<file path="config.mk">
export PLATFORM = sky130hd
export DESIGN_NAME = frame_painter
export DESIGN_NICKNAME = d
export VERILOG_FILES = /design/src/rtl/painter_pkg.sv /design/src/rtl/rect_clip.sv /design/src/rtl/frame_painter.sv
export SDC_FILE = /design/constraint.sdc
export NUM_CORES = 1
export LEC_CHECK = 0
export CAP_MARGIN = 20
export CORE_MARGIN = 5
export CORE_UTILIZATION = 55
export CTS_CLUSTER_SIZE = 14
export DETAILED_ROUTE_END_ITERATION = 7
export PLACE_DENSITY_LB_ADDON = 0.1
export SLEW_MARGIN = 30
export SYNTH_ARGS = -nofsm -noshare
export SYNTH_HDL_FRONTEND = slang
export SYNTH_HIERARCHICAL = 1
export SYNTH_SLANG_ARGS = --single-unit
</file>
<file path="constraint.sdc">
create_clock -name WRITE_CLK -period 5.3 [get_ports WRITE_CLK]
set_clock_uncertainty 0.15 [all_clocks]
set_input_delay 1.59 -clock WRITE_CLK [delete_from_list [all_inputs] [get_ports WRITE_CLK]]
set_output_delay 1.59 -clock WRITE_CLK [all_outputs]
set_load 0.05 [all_outputs]
</file>
<file path="src/rtl/painter_pkg.sv">
// painter_pkg: shared constants, state encoding and helpers for frame_painter.
//   - Default VGA geometry, address/colour/data widths, command field widths.
//   - state_t: IDLE/DRAW always; CLEAR only when FRAME_PAINTER_CLEAR_EN is defined.
//   - pack_pixel: places a colour in the low bits of a frame-buffer word.
//   - row_base_of: y*width built from shifted adds of the constant width.
package painter_pkg;

  localparam int unsigned DEF_VGA_WIDTH  = 640;
  localparam int unsigned DEF_VGA_HEIGHT = 480;

  localparam int unsigned ADDR_W  = 19;
  localparam int unsigned COLOR_W = 2;
  localparam int unsigned DATA_W  = 24;

  // Command field widths and their one-bit-wider clip-sum widths.
  localparam int unsigned X_W  = 10;
  localparam int unsigned Y_W  = 9;
  localparam int unsigned XS_W = X_W + 1;
  localparam int unsigned YS_W = Y_W + 1;

`ifdef FRAME_PAINTER_CLEAR_EN
  typedef enum logic [1:0] {
    ST_IDLE  = 2'd0,
    ST_DRAW  = 2'd1,
    ST_CLEAR = 2'd2
  } state_t;
`else
  typedef enum logic [1:0] {
    ST_IDLE = 2'd0,
    ST_DRAW = 2'd1
  } state_t;
`endif

  function automatic logic [DATA_W-1:0] pack_pixel(input logic [COLOR_W-1:0] color);
    return {{(DATA_W - COLOR_W){1'b0}}, color};
  endfunction

  // y times a constant width, expanded into one shifted add per set bit of the
  // width so no general multiplier is built.
  function automatic logic [ADDR_W-1:0] row_base_of(input logic [Y_W-1:0] y,
                                                    input int unsigned width);
    logic [ADDR_W-1:0] acc;
    acc = '0;
    for (int unsigned i = 0; i < ADDR_W; i++) begin
      if (width[i]) acc = acc + (ADDR_W'(y) << i);
    end
    return acc;
  endfunction

endpackage

</file>
<file path="src/rtl/rect_clip.sv">
// rect_clip: combinational clipping of a draw rectangle to the visible screen.
// Ports:
//   x, y     - rectangle top-left corner
//   w, h     - rectangle width / height
//   x_end    - min(x+w, VGA_WIDTH), exclusive column bound
//   y_end    - min(y+h, VGA_HEIGHT), exclusive row bound
//   empty    - nothing visible remains after clipping
module rect_clip
  import painter_pkg::*;
#(
  parameter int unsigned VGA_WIDTH  = DEF_VGA_WIDTH,
  parameter int unsigned VGA_HEIGHT = DEF_VGA_HEIGHT
) (
  input  logic [X_W-1:0]  x,
  input  logic [Y_W-1:0]  y,
  input  logic [X_W-1:0]  w,
  input  logic [Y_W-1:0]  h,
  output logic [XS_W-1:0] x_end,
  output logic [YS_W-1:0] y_end,
  output logic            empty
);

  localparam logic [XS_W-1:0] X_LIM = XS_W'(VGA_WIDTH);
  localparam logic [YS_W-1:0] Y_LIM = YS_W'(VGA_HEIGHT);

  logic [XS_W-1:0] x_sum;
  logic [YS_W-1:0] y_sum;

  always_comb begin
    // Sums carry one extra bit so large corners plus large sizes never wrap.
    x_sum = {1'b0, x} + {1'b0, w};
    y_sum = {1'b0, y} + {1'b0, h};
    x_end = (x_sum > X_LIM) ? X_LIM : x_sum;
    y_end = (y_sum > Y_LIM) ? Y_LIM : y_sum;
    empty = (w == '0) || (h == '0) || ({1'b0, x} >= X_LIM) || ({1'b0, y} >= Y_LIM);
  end

endmodule

</file>
<file path="src/rtl/frame_painter.sv">
// frame_painter: fills clipped rectangles (and optionally the whole frame) in a
// frame buffer, one pixel per clock in raster order.
// Ports:
//   WRITE_CLK   - block clock, also the frame-buffer write clock
//   RESET       - synchronous, active-high
//   CMD_VALID / CMD_READY - command handshake, ready only while idle
//   CMD_X, CMD_Y, CMD_W, CMD_H, CMD_COLOR - rectangle command fields
//   CMD_CLEAR   - full-frame fill with colour 0 (FRAME_PAINTER_CLEAR_EN builds only)
//   WRITE_ADDR  - y*VGA_WIDTH+x
//   WRITE_DATA  - {22'b0, colour}
//   WRITE_EN    - pixel write strobe
//   BUSY        - a command is in progress
// Config macro: FRAME_PAINTER_CLEAR_EN adds the CLEAR state, CMD_CLEAR handling and
// an automatic frame clear after reset. Without it CMD_CLEAR is ignored.
module frame_painter
  import painter_pkg::*;
#(
  parameter int unsigned VGA_WIDTH  = DEF_VGA_WIDTH,
  parameter int unsigned VGA_HEIGHT = DEF_VGA_HEIGHT
) (
  input  logic               WRITE_CLK,
  input  logic               RESET,
  input  logic               CMD_VALID,
  output logic               CMD_READY,
  input  logic [X_W-1:0]     CMD_X,
  input  logic [Y_W-1:0]     CMD_Y,
  input  logic [X_W-1:0]     CMD_W,
  input  logic [Y_W-1:0]     CMD_H,
  input  logic [COLOR_W-1:0] CMD_COLOR,
  input  logic               CMD_CLEAR,
  output logic [ADDR_W-1:0]  WRITE_ADDR,
  output logic [DATA_W-1:0]  WRITE_DATA,
  output logic               WRITE_EN,
  output logic               BUSY
);

`ifdef FRAME_PAINTER_CLEAR_EN
  localparam logic [ADDR_W-1:0] LAST_ADDR = ADDR_W'(VGA_WIDTH * VGA_HEIGHT - 1);
`else
  logic clear_unused;
  assign clear_unused = CMD_CLEAR;
`endif

  state_t state, state_d;

  // Low for the first cycle after reset; gates CMD_READY and starts the
  // post-reset clear when that feature is built in.
  logic armed;

  logic [ADDR_W-1:0] addr_q, addr_d;
  logic [DATA_W-1:0] data_q, data_d;
  logic              en_q, en_d;
  logic              busy_q, busy_d;

  logic [ADDR_W-1:0] row_base, row_base_d;
  logic [X_W-1:0]    col, col_d;
  logic [Y_W-1:0]    row, row_d;
  logic [X_W-1:0]    x_lo, x_lo_d;
  logic [XS_W-1:0]   x_end_q, x_end_d;
  logic [YS_W-1:0]   y_end_q, y_end_d;

  logic [XS_W-1:0]   clip_x_end;
  logic [YS_W-1:0]   clip_y_end;
  logic              clip_empty;

  logic [XS_W-1:0]   col_inc;
  logic [YS_W-1:0]   row_inc;
  logic              accept;

  rect_clip #(
    .VGA_WIDTH (VGA_WIDTH),
    .VGA_HEIGHT(VGA_HEIGHT)
  ) u_clip (
    .x    (CMD_X),
    .y    (CMD_Y),
    .w    (CMD_W),
    .h    (CMD_H),
    .x_end(clip_x_end),
    .y_end(clip_y_end),
    .empty(clip_empty)
  );

  assign CMD_READY  = (state == ST_IDLE) && armed;
  assign accept     = CMD_VALID && CMD_READY;
  assign WRITE_ADDR = addr_q;
  assign WRITE_DATA = data_q;
  assign WRITE_EN   = en_q;
  assign BUSY       = busy_q;

  always_comb begin
    state_d    = state;
    addr_d     = addr_q;
    data_d     = data_q;
    en_d       = 1'b0;
    row_base_d = row_base;
    col_d      = col;
    row_d      = row;
    x_lo_d     = x_lo;
    x_end_d    = x_end_q;
    y_end_d    = y_end_q;
    col_inc    = {1'b0, col} + XS_W'(1);
    row_inc    = {1'b0, row} + YS_W'(1);

    case (state)
      ST_IDLE: begin
`ifdef FRAME_PAINTER_CLEAR_EN
        if (!armed || (accept && CMD_CLEAR)) begin
          state_d = ST_CLEAR;
          addr_d  = '0;
          data_d  = '0;
          en_d    = 1'b1;
        end else
`endif
        if (accept) begin
          // Always pass through DRAW so an empty command still shows one busy cycle.
          state_d    = ST_DRAW;
          x_lo_d     = CMD_X;
          col_d      = CMD_X;
          row_d      = CMD_Y;
          x_end_d    = clip_x_end;
          y_end_d    = clip_y_end;
          row_base_d = row_base_of(CMD_Y, VGA_WIDTH);
          if (!clip_empty) begin
            en_d   = 1'b1;
            addr_d = row_base_d + ADDR_W'(CMD_X);
            data_d = pack_pixel(CMD_COLOR);
          end
        end
      end

      ST_DRAW: begin
        // en_q low here means the accepted command clipped to nothing.
        if (!en_q) begin
          state_d = ST_IDLE;
        end else if (col_inc < x_end_q) begin
          col_d  = col_inc[X_W-1:0];
          addr_d = row_base + ADDR_W'(col_inc);
          en_d   = 1'b1;
        end else if (row_inc < y_end_q) begin
          row_d      = row_inc[Y_W-1:0];
          col_d      = x_lo;
          row_base_d = row_base + ADDR_W'(VGA_WIDTH);
          addr_d     = row_base_d + ADDR_W'(x_lo);
          en_d       = 1'b1;
        end else begin
          state_d = ST_IDLE;
        end
      end

`ifdef FRAME_PAINTER_CLEAR_EN
      ST_CLEAR: begin
        if (addr_q == LAST_ADDR) begin
          state_d = ST_IDLE;
        end else begin
          addr_d = addr_q + ADDR_W'(1);
          en_d   = 1'b1;
        end
      end
`endif

      default: state_d = ST_IDLE;
    endcase

    busy_d = (state_d != ST_IDLE);
  end

  always_ff @(posedge WRITE_CLK) begin
    if (RESET) begin
      state  <= ST_IDLE;
      armed  <= 1'b0;
      addr_q <= '0;
      data_q <= '0;
      en_q   <= 1'b0;
      busy_q <= 1'b0;
    end else begin
      state  <= state_d;
      armed  <= 1'b1;
      addr_q <= addr_d;
      data_q <= data_d;
      en_q   <= en_d;
      busy_q <= busy_d;
    end
  end

  always_ff @(posedge WRITE_CLK) begin
    row_base <= row_base_d;
    col      <= col_d;
    row      <= row_d;
    x_lo     <= x_lo_d;
    x_end_q  <= x_end_d;
    y_end_q  <= y_end_d;
  end

endmodule
</file>
==> flow_summary.ini <==
[timing]
fmax_ghz = 0.222
fin_crit_sh = 0.851
finalSetupViolCount = 0
rsz0062_at_grt = no
hold_viol = 0
fin_crit_ns = 4.51
tightest_slew_ns = 0.799
final_max_slew_viol_count = 0
hold_ws_ns = 0.313
tns_ns = 0
slew_headroom = 0.466

[setup_path]
cpMaxStageDelayCell = clkdlybuf4s50_1
end_kind = flip-flop
crit_fanout = 6
cp.required_ns = 5.41
arrival_ns = 4.62
r2r_start = col[0]
cp_slowest_stage_delay_ns = 0.66
crit_family = compound AO/OA/AOI/OAI gates
crit_path_start_kind = primary input
startpoint = CMD_Y[1]
criticalPathCategory = in -> reg
crit_chain = clkdlybuf4s50_1 -> inv_1 -> fa_1 -> nand2b_1 -> a21oi_1 -> o311ai_0 -> a21boi_0 -> xor2_1 -> xor2_1 -> nand2_1 -> a311oi_1
crit_buf_inv = 2
crit_path_frequent_cell = xor2_1

[min_path]
hold_path.class = reg -> reg
hold_start = WRITE_ADDR[14]

[clock_network]
htreeDepth = 3
cts_root_buf = clkbuf_16
cts_tree = yes
cts.path.max_buffers = 2
postCtsSetupRepairBufs = 0
clock-sinks = 88
cts_buffers = 9
clk_pin_slew_worst_paths_ns = 0.07
cts_resized = 0
clock_latency_ns = 0.35
cts_hold_buffers = 0

[final_layout]
fin_util = 0.638
drive_gt1_frac = 0.0663
area_growth_pct = 14.8
final_common_cell = nand2_1
finalNetCount = 933
final_cell_mix = 83 x nand2_1, 66 x clkdlybuf4s50_1, 62 x edfxtp_1
insertedDiodeCount = 0

[synthesis]
yosys_register_bits = 88
yosysUniqueCellTypes = 71
ys.flop_type = edfxtp_1
synth_enable_flop_cells = 62
synth_area_per_cell_um2 = 9.11
synthTopCellsByArea = edfxtp_1 27%, ha_1 10%, dfxtp_1 7.5%
syn_area_um2 = 6960
yosys_warnings = 6
async_reset_ff_frac = 0
ys_seq_area_frac = 0.342
netlist.area_leader.share = 0.268
synthCells = 764
synth_area_leader_cell = edfxtp_1

[global_routing]
grt-ovfl-total = 0
grt_usage = 0.236
grt_pass1_vias = 5669
grt_pass1_wl_um = 27800
grt_max_degree = 61
grt_antenna_before_repair = 0

[die]
rows = 41
initial_core_util = 0.556
io_pins = 90
die_area_um2 = 15000
core_area_um2 = 12500
die_w_um = 122
die_y_um = 122

[routing]
wl_met3_um = 975
dr.pass1.iters = 5
ant_nets = 0
met2_length_um = 8420
wire_per_inst_um = 17.3
drc = 0
drtIter0Drc = 383
routed_wl_um = 17300
via_per_inst = 5.72
wl_met1_um = 7560
maxUsedRoutingLayer = met4
route.vias.total = 5735

[pwr]
power_leakage_nw = 3.16
power_density_nw_per_um2 = 248
peakVddDrop_mv = 0.180
finalPower_mw = 1.98

[flow_run]
cap_violations = 0

[placement]
dp.final_hpwl_um = 13600
place_congestion = 0.904
portBuffers = 66

[outcome]
status = completed
## routing by layer
metal | GRT usage | up-vias
met3 | 0.0461 | 29
met4 | 0.0847 | 0
li1 | - | 2835
met5 | 0 | -
met2 | 0.401 | 174
met1 | 0.299 | 2697
## worst paths after layout
check	to	slack, ns	cells after the start
worst max-delay path	WRITE_ADDR[17]	0.79	11
worst min-delay path	WRITE_ADDR[14]	0.31	2
worst max register to register	WRITE_ADDR[6]	0.97	15
worst min register to register	WRITE_ADDR[14]	0.31	2
## synthesized netlist by cell type, types with 2 or more instances
cell        n
and3b_1     5
and2_1      3
a21oi_1    46
nand3b_1    6
o21bai_1    4
o21ai_1     2
a31oi_1     7
nor3_1      6
or2_2       7
o21ai_0    48
fa_1        6
a21o_1     18
o2111ai_1   2
o31ai_1     2
buf_6       5
nor3b_1     4
xor2_1     24
o311ai_2    2
buf_4      25
a311oi_1    4
dfxtp_1    26
o211ai_1    6
o311ai_0    2
and3_1      4
conb_1      2
nand2_1    83
or3_1       5
nor2_1     56
nor2b_1     2
a211oi_1   10
clkbuf_1    9
edfxtp_1   62
nand4_1    14
buf_2       9
o21a_1      4
nand2b_1    8
mux2i_1    26
and4_2      2
nor4_1      4
inv_1      40
a211oi_2    3
xnor2_1    38
a21boi_0    3
nand3_1    36
ha_1       58
## area by class of cell
cell class / count / area, um^2
Clock buffer: 10 / 239
Clock inverter: 6 / 71.3
Fill cell: 1155 / 4530
Inverter: 41 / 154
Multi-Input combinational cell: 609 / 4190
Sequential cell: 88 / 2380
Tap cell: 172 / 215
Timing Repair Buffer: 76 / 736
## logic make-up (layout without fill, tap and decap cells)
kind of cell,after synthesis,in the layout,synth area share
simple gates,252,252,0.177
flops,88,88,0.342
buf+inv,90,133,0.0690
other cells,2,25,0.00108
compound gates,179,179,0.169
mux,26,26,0.0374
xor+xnor,63,63,0.0820
fa+ha+maj,64,64,0.122
## power by group
| group | leakage [nW] | switching (mW) | internal [mW] |
|---|---|---|---|
| registers | 0.778 | 0.0190 | 0.774 |
| logic | 2.23 | 0.319 | 0.203 |
| clock network | 0.154 | 0.283 | 0.385 |
## metrics by stage
step,setup WS (ns),instances,area (um^2)
floorplan,1.19,787,7040
global placement,0.515,986,7680
detailed placement,0.448,986,7680
CTS,0.814,1002,7990
global route,0.601,1002,7990
finish,0.787,1002,7990
## worst min-delay path: cells and delay by family, from the launching register on
kind / cells / cell delay, ns
flops: 1 / 0.31
simple gates: 1 / 0.05
compound gates: 1 / 0.06
## registers in the layout, summed over array words and instances, names as in the netlist
signal,cells
WRITE_ADDR,19
BUSY,1
WRITE_EN,1
x_end_q,11
state,2
WRITE_DATA,2
row,9
y_end_q,10
x_lo,10
row_base,12
armed,1
col,10
Power figures use the tool's default switching activity.
